File: src/rtl/i2c_pkg.sv
// Shared types and constants for the I2C controller.
// Build option: I2C_CTRL_CLK_STRETCH_EN enables SCL clock stretching.
package i2c_pkg;

  localparam int I2C_ADDR_W = 7;
  localparam int I2C_DATA_W = 8;

  localparam logic I2C_RW_WRITE = 1'b0;
  localparam logic I2C_RW_READ  = 1'b1;

  typedef enum logic [3:0] {
    ST_IDLE,
    ST_START,
    ST_ADDR,
    ST_ADDR_ACK,
    ST_WRITE,
    ST_WR_ACK,
    ST_READ,
    ST_RD_ACK,
    ST_STOP,
    ST_DONE
  } i2c_ctrl_state_e;

  typedef enum logic [1:0] {
    Q0,
    Q1,
    Q2,
    Q3
  } i2c_phase_e;

endpackage

File: src/rtl/i2c_scl_timer.sv
// SCL quarter-period timer: CLK_DIV clocks per quarter, phase Q0..Q3.
// Ports: clk_i, rst_i, run_i (count enable), scl_i (sampled SCL),
//        adv_o (last clock of a quarter), phase_o (current quarter).
// Build option: I2C_CTRL_CLK_STRETCH_EN holds the timer in Q2 while
// a peripheral keeps SCL low.
module i2c_scl_timer
  import i2c_pkg::*;
#(
  parameter int CLK_DIV = 4
) (
  input  logic       clk_i,
  input  logic       rst_i,
  input  logic       run_i,
  input  logic       scl_i,
  output logic       adv_o,
  output i2c_phase_e phase_o
);

  localparam int CW = $clog2(CLK_DIV);
  localparam logic [CW-1:0] LAST = CW'(CLK_DIV - 1);

  logic [CW-1:0] cnt_q, cnt_d;
  i2c_phase_e    phase_q, phase_d;
  logic          hold;

`ifdef I2C_CTRL_CLK_STRETCH_EN
  // Released SCL still low: the peripheral is stretching.
  assign hold = (phase_q == Q2) && (cnt_q == '0) && !scl_i;
`else
  logic unused_scl;
  assign unused_scl = scl_i;
  assign hold = 1'b0;
`endif

  assign adv_o   = run_i && !hold && (cnt_q == LAST);
  assign phase_o = phase_q;

  always_comb begin
    cnt_d   = cnt_q;
    phase_d = phase_q;
    if (!run_i) begin
      cnt_d   = '0;
      phase_d = Q0;
    end else if (!hold) begin
      if (cnt_q == LAST) begin
        cnt_d   = '0;
        phase_d = i2c_phase_e'(phase_q + 2'd1);
      end else begin
        cnt_d = cnt_q + 1'b1;
      end
    end
  end

  always_ff @(posedge clk_i or posedge rst_i) begin
    if (rst_i) begin
      cnt_q   <= '0;
      phase_q <= Q0;
    end else begin
      cnt_q   <= cnt_d;
      phase_q <= phase_d;
    end
  end

endmodule

File: src/rtl/i2c_controller.sv
// Single-master I2C controller: one-byte read/write per command.
// Ports: cmd_* valid/ready command in, rsp_* one-cycle response out,
//        scl_oe/sda_oe open-drain pull-low enables, scl_i/sda_i lines.
// Build option: I2C_CTRL_CLK_STRETCH_EN (see i2c_scl_timer).
module i2c_controller
  import i2c_pkg::*;
#(
  parameter int CLK_DIV = 4
) (
  input  logic                  clk,
  input  logic                  rst,
  input  logic                  cmd_valid,
  output logic                  cmd_ready,
  input  logic                  cmd_rw,
  input  logic [I2C_ADDR_W-1:0] cmd_addr,
  input  logic [I2C_DATA_W-1:0] cmd_wdata,
  output logic                  rsp_valid,
  output logic [I2C_DATA_W-1:0] rsp_rdata,
  output logic                  rsp_nack,
  output logic                  scl_oe,
  output logic                  sda_oe,
  input  logic                  scl_i,
  input  logic                  sda_i
);

  i2c_ctrl_state_e       state_q;
  logic [I2C_DATA_W-1:0] shift_q, wdata_q, rdata_q;
  logic [2:0]            bit_q;
  logic                  rw_q, ack_q, nack_q;
  logic                  scl_oe_q, sda_oe_q;
  logic                  rdy_q, rv_q, rnack_q;
  logic                  adv, run;
  i2c_phase_e            phase;

  assign run = (state_q != ST_IDLE) && (state_q != ST_DONE);

  i2c_scl_timer #(.CLK_DIV(CLK_DIV)) u_timer (
    .clk_i   (clk),
    .rst_i   (rst),
    .run_i   (run),
    .scl_i   (scl_i),
    .adv_o   (adv),
    .phase_o (phase)
  );

  assign cmd_ready = rdy_q;
  assign rsp_valid = rv_q;
  assign rsp_rdata = rdata_q;
  assign rsp_nack  = rnack_q;
  assign scl_oe    = scl_oe_q;
  assign sda_oe    = sda_oe_q;

  always_ff @(posedge clk or posedge rst) begin
    if (rst) begin
      state_q  <= ST_IDLE;
      shift_q  <= '0;
      wdata_q  <= '0;
      rdata_q  <= '0;
      bit_q    <= '0;
      rw_q     <= I2C_RW_WRITE;
      ack_q    <= 1'b0;
      nack_q   <= 1'b0;
      scl_oe_q <= 1'b0;
      sda_oe_q <= 1'b0;
      rdy_q    <= 1'b1;
      rv_q     <= 1'b0;
      rnack_q  <= 1'b0;
    end else begin
      unique case (state_q)
        ST_IDLE: if (cmd_valid) begin
          rdy_q   <= 1'b0;
          rw_q    <= cmd_rw;
          wdata_q <= cmd_wdata;
          shift_q <= {cmd_addr, cmd_rw};
          bit_q   <= '0;
          nack_q  <= 1'b0;
          state_q <= ST_START;
        end
        ST_START: if (adv) begin
          if (phase == Q1) sda_oe_q <= 1'b1;
          if (phase == Q3) begin
            scl_oe_q <= 1'b1;
            state_q  <= ST_ADDR;
          end
        end
        ST_ADDR, ST_WRITE: if (adv) begin
          unique case (phase)
            Q0: sda_oe_q <= ~shift_q[7];
            Q1: scl_oe_q <= 1'b0;
            Q3: begin
              scl_oe_q <= 1'b1;
              shift_q  <= {shift_q[6:0], 1'b0};
              bit_q    <= bit_q + 3'd1;
              if (bit_q == 3'd7)
                state_q <= (state_q == ST_ADDR) ? ST_ADDR_ACK : ST_WR_ACK;
            end
            default: ;
          endcase
        end
        ST_ADDR_ACK, ST_WR_ACK, ST_READ, ST_RD_ACK: if (adv) begin
          unique case (phase)
            Q0: sda_oe_q <= 1'b0;
            Q1: scl_oe_q <= 1'b0;
            Q2: begin
              if (state_q == ST_READ) shift_q <= {shift_q[6:0], sda_i};
              else ack_q <= sda_i;
            end
            Q3: begin
              scl_oe_q <= 1'b1;
              unique case (1'b1)
                state_q == ST_ADDR_ACK && !ack_q: begin
                  state_q <= (rw_q == I2C_RW_READ) ? ST_READ : ST_WRITE;
                  shift_q <= wdata_q;
                  bit_q   <= '0;
                end
                state_q == ST_READ: begin
                  bit_q <= bit_q + 3'd1;
                  if (bit_q == 3'd7) state_q <= ST_RD_ACK;
                end
                default: begin
                  // Any ACK slot ending here heads to STOP with SDA low.
                  if (state_q != ST_RD_ACK && ack_q) nack_q <= 1'b1;
                  sda_oe_q <= 1'b1;
                  state_q  <= ST_STOP;
                end
              endcase
            end
            default: ;
          endcase
        end
        ST_STOP: if (adv) begin
          if (phase == Q1) scl_oe_q <= 1'b0;
          if (phase == Q2) sda_oe_q <= 1'b0;
          if (phase == Q3) begin
            state_q <= ST_DONE;
            rv_q    <= 1'b1;
            rnack_q <= nack_q;
            if (rw_q == I2C_RW_READ && !nack_q) rdata_q <= shift_q;
          end
        end
        ST_DONE: begin
          rv_q    <= 1'b0;
          rdy_q   <= 1'b1;
          state_q <= ST_IDLE;
        end
        default: state_q <= ST_IDLE;
      endcase
    end
  end

endmodule

File: config.mk
export PLATFORM = sky130hd
export DESIGN_NAME = i2c_controller
export DESIGN_NICKNAME = d
export VERILOG_FILES = /design/src/rtl/i2c_pkg.sv /design/src/rtl/i2c_scl_timer.sv /design/src/rtl/i2c_controller.sv
export SDC_FILE = /design/constraint.sdc
export NUM_CORES = 1
export LEC_CHECK = 0
export CAP_MARGIN = 10
export CORE_ASPECT_RATIO = 2
export CORE_MARGIN = 8
export CORE_UTILIZATION = 54
export CTS_CLUSTER_DIAMETER = 50
export CTS_CLUSTER_SIZE = 24
export DETAILED_ROUTE_END_ITERATION = 6
export GPL_TIMING_DRIVEN = 1
export HOLD_SLACK_MARGIN = 0.15
export PLACE_DENSITY = 0.9
export SLEW_MARGIN = 15
export SYNTH_ARGS = -nofsm -noshare
export SYNTH_HDL_FRONTEND = slang
export SYNTH_HIERARCHICAL = 1
export SYNTH_SLANG_ARGS = --single-unit
export TNS_END_PERCENT = 50
File: constraint.sdc
create_clock -name clk -period 3.3 [get_ports clk]
set_input_delay 0.66 -clock clk [delete_from_list [all_inputs] [get_ports clk]]
set_output_delay 0.66 -clock clk [all_outputs]
set_load 0.01 [all_outputs]
==> impl_metrics.env <==
export IMPL_clkLatencyLatePin_ps=300
export IMPL_synthCells=214
export IMPL_via_count=1815
export IMPL_start_util_pct=55.52
export IMPL_drt_pre_antenna_iters=4
export IMPL_port_buffer_count=32
export IMPL_drive_above_1_share_pct=21.03
export IMPL_grt_setup_unrepaired="false"
export IMPL_fillCellCount=292
export IMPL_die_area_sq_mm=0.006659
export IMPL_critical_path_class="reg2reg"
export IMPL_cts_sinks=43
export IMPL_grt_pass1_wl_microns=8990
export IMPL_synth_seq_cells=43
export IMPL_num_rows=33
export IMPL_slew_headroom_pct=47.28
export IMPL_drc=0
export IMPL_clock_path_buffers=2
export IMPL_avgSynthCellArea_sq_um=10.61
export IMPL_synthFlopType="dfrtp_1"
export IMPL_fmax_ghz=0.3478
export IMPL_synth_xor_area_share_pct=0.7718
export IMPL_die_h_microns=107.7
export IMPL_final_setup_skew_ps=11.96
export IMPL_numCtsBuffers=5
export IMPL_cp_end_kind="register"
export IMPL_total_power_mw=2.305
export IMPL_hpwl_microns=3910
export IMPL_cts_setup_buffers=0
export IMPL_avgViaCountPerCell=5.970
export IMPL_postCtsHoldBufs=0
export IMPL_antenna_found_initial=0
export IMPL_ys_warn_count=6
export IMPL_hold_class="reg2reg"
export IMPL_pwr_density_cell_mw_per_mm2=838.4
export IMPL_final_cell_count_no_fill=304
export IMPL_post_cts_resized=0
export IMPL_setup_viol=0
export IMPL_synthArstFlopShare_pct=100.0
export IMPL_synthMuxAreaShare_pct=16.59
export IMPL_hold_viol=0
export IMPL_wl_per_cell_microns=17.08
export IMPL_cp_arrival_ps=3050
export IMPL_cts_tree="yes"
export IMPL_synth_top_family_by_area="multiplexers"
export IMPL_ys_seq_area_share_pct=47.46
export IMPL_grt_overflow=0
export IMPL_grt_total_usage_pct=17.82
export IMPL_maxCapViolations=0
export IMPL_status="finished, final reports clean"
export IMPL_final_cell_mix="dfrtp_1 (42), clkdlybuf4s50_1 (32), mux2_2 (28)"
export IMPL_irDropWorstVdd_mv=0.5643
export IMPL_area_growth_pct=21.11
export IMPL_syn_cell_area_sq_mm=0.002270
export IMPL_slew_viol_final=0
export IMPL_synth_fa_ha_area_share_pct=2.150
export IMPL_p_leak_nw=1.198
export IMPL_syn_nets=238
export IMPL_htreeDepth=2
export IMPL_final_setup_tns_ps=0
export IMPL_grt_pass1_vias=1914
export IMPL_cp_required_ps=3480
export IMPL_clk_pin_slew_ps=90
export IMPL_dp_cells=296
export IMPL_yosys_area_share_simple_pct=15.82
export IMPL_wl_microns=5193
export IMPL_layout_nets=275
export IMPL_synth_distinct_cells=49
export IMPL_detail_route_antenna_nets=0
export IMPL_fin_util_pct=67.25
export IMPL_start_kind="register"
export IMPL_core_area_sq_mm=0.004088
export IMPL_diodes=0
export IMPL_crit_fanout=8
export IMPL_synth_compound_area_share_pct=13.45
export IMPL_final_common_cell="dfrtp_1"
export IMPL_cts_root_buf="clkbuf_8"
export IMPL_globalplace_congestion=0.8686
export IMPL_grt_max_degree=40
export IMPL_tightest_slew_ps=787.4
export IMPL_period_share_pct=87.12
export IMPL_io_pins=34
export IMPL_synth_edf_count=0
export IMPL_min_period_ps=2875
export IMPL_first_iter_violations=88
export IMPL_die_w_microns=61.84
## cells in the mapped netlist, types with 3 or more instances
cell type / number / area, sq um
nor2_1: 25 / 93.84
and3_1: 3 / 18.77
o21ai_0: 4 / 20.02
a21oi_1: 10 / 50.05
ha_1: 3 / 37.54
inv_1: 7 / 26.28
a221oi_1: 7 / 61.31
dfrtp_1: 42 / 1051
nand3_1: 8 / 40.04
mux2_2: 28 / 315.3
nand2_1: 15 / 56.30
clkbuf_1: 6 / 22.52
mux2i_1: 5 / 50.05
a31oi_1: 4 / 25.02
## final timing paths
| kind | startpoint | endpoint | slack [ps] | cells past startpoint |
|---|---|---|---|---|
| worst max-delay path | state_q[3]$_DFFE_PP0P_ | rsp_rdata[3]$_DFFE_PP0P_ | 420 | 8 |
| worst min-delay path | u_timer/cnt_q[0]$_DFF_PP0_ | u_timer/cnt_q[0]$_DFF_PP0_ | 440 | 1 |
| worst max register to register | state_q[3]$_DFFE_PP0P_ | rsp_rdata[3]$_DFFE_PP0P_ | 420 | 8 |
| worst min register to register | u_timer/cnt_q[0]$_DFF_PP0_ | u_timer/cnt_q[0]$_DFF_PP0_ | 440 | 1 |
| max in group asynchronous | rst | cmd_ready$_DFFE_PP1P_ | 2130 | 3 |
| min in group asynchronous | rst | u_timer/cnt_q[0]$_DFF_PP0_ | 560 | 2 |
## final cells by class
cell class	instances	area (sq um)	share of cell area, %
Sequential cell	43	1077	39.19
Inverter	7	26.28	0.9558
Clock inverter	2	12.51	0.4552
Multi-Input combinational cell	153	1107	40.28
Tap cell	52	65.06	2.367
Clock buffer	6	72.57	2.640
Timing Repair Buffer	41	387.9	14.11
## registers in the layout, summed over array words and instances (netlist names)
signal           flops
rsp_rdata            8
shift_q              8
wdata_q              8
state_q              4
bit_q                3
u_timer/cnt_q        2
u_timer/phase_o      2
ack_q                1
cmd_ready            1
nack_q               1
rsp_nack             1
rsp_valid            1
rw_q                 1
scl_oe               1
sda_oe               1
## worst max-delay path, stage by stage (launching register included)
cell and delay [ps]:
dfrtp_1 380, inv_1 210, nand2_1 160, nand3_1 230, and2_2 250, and3_1 280, nand3_1 150, nor3b_2 680
mux2_2 410
## per-layer routing
| layer | up-vias | track usage (%) | wire length [microns] |
|---|---|---|---|
| met4 | 0 | 8.374 | 189 |
| li1 | 851 | - | - |
| met2 | 64 | 31.45 | 2924 |
| met3 | 15 | 3.234 | 186 |
| met5 | - | 0 | 0 |
| met1 | 885 | 19.02 | 1892 |
## cell families (layout without fill, tap and decap cells)
logic type               Yosys count  count (layout)
AO/OA/AOI/OAI                     43              43
XOR/XNOR                           2               2
adder cells (fa/ha/maj)            4               4
buffers and inverters             18              56
flip-flops                        43              43
multiplexers                      34              34
AND/OR/NAND/NOR                   70              70
## where the power goes
| group | leakage [nW] | internal (mW) | total, mW | switching, mW |
|---|---|---|---|---|
| Sequential | 0.531 | 0.718 | 0.874 | 0.155 |
| Clock | 0.0412 | 0.148 | 0.325 | 0.177 |
| Combinational | 0.626 | 0.553 | 1.11 | 0.553 |
## stage by stage
stage	hold WS [ps]	setup WS, ps	instance area, sq um
global placement	421.3	526.6	2664
finish	441.7	425.0	2749
detailed placement	432.4	500.1	2664
global route	464.3	299.9	2749
floorplan	409.1	662.8	2270
CTS	444.2	483.4	2749
Power figures use the tool's default switching activity.
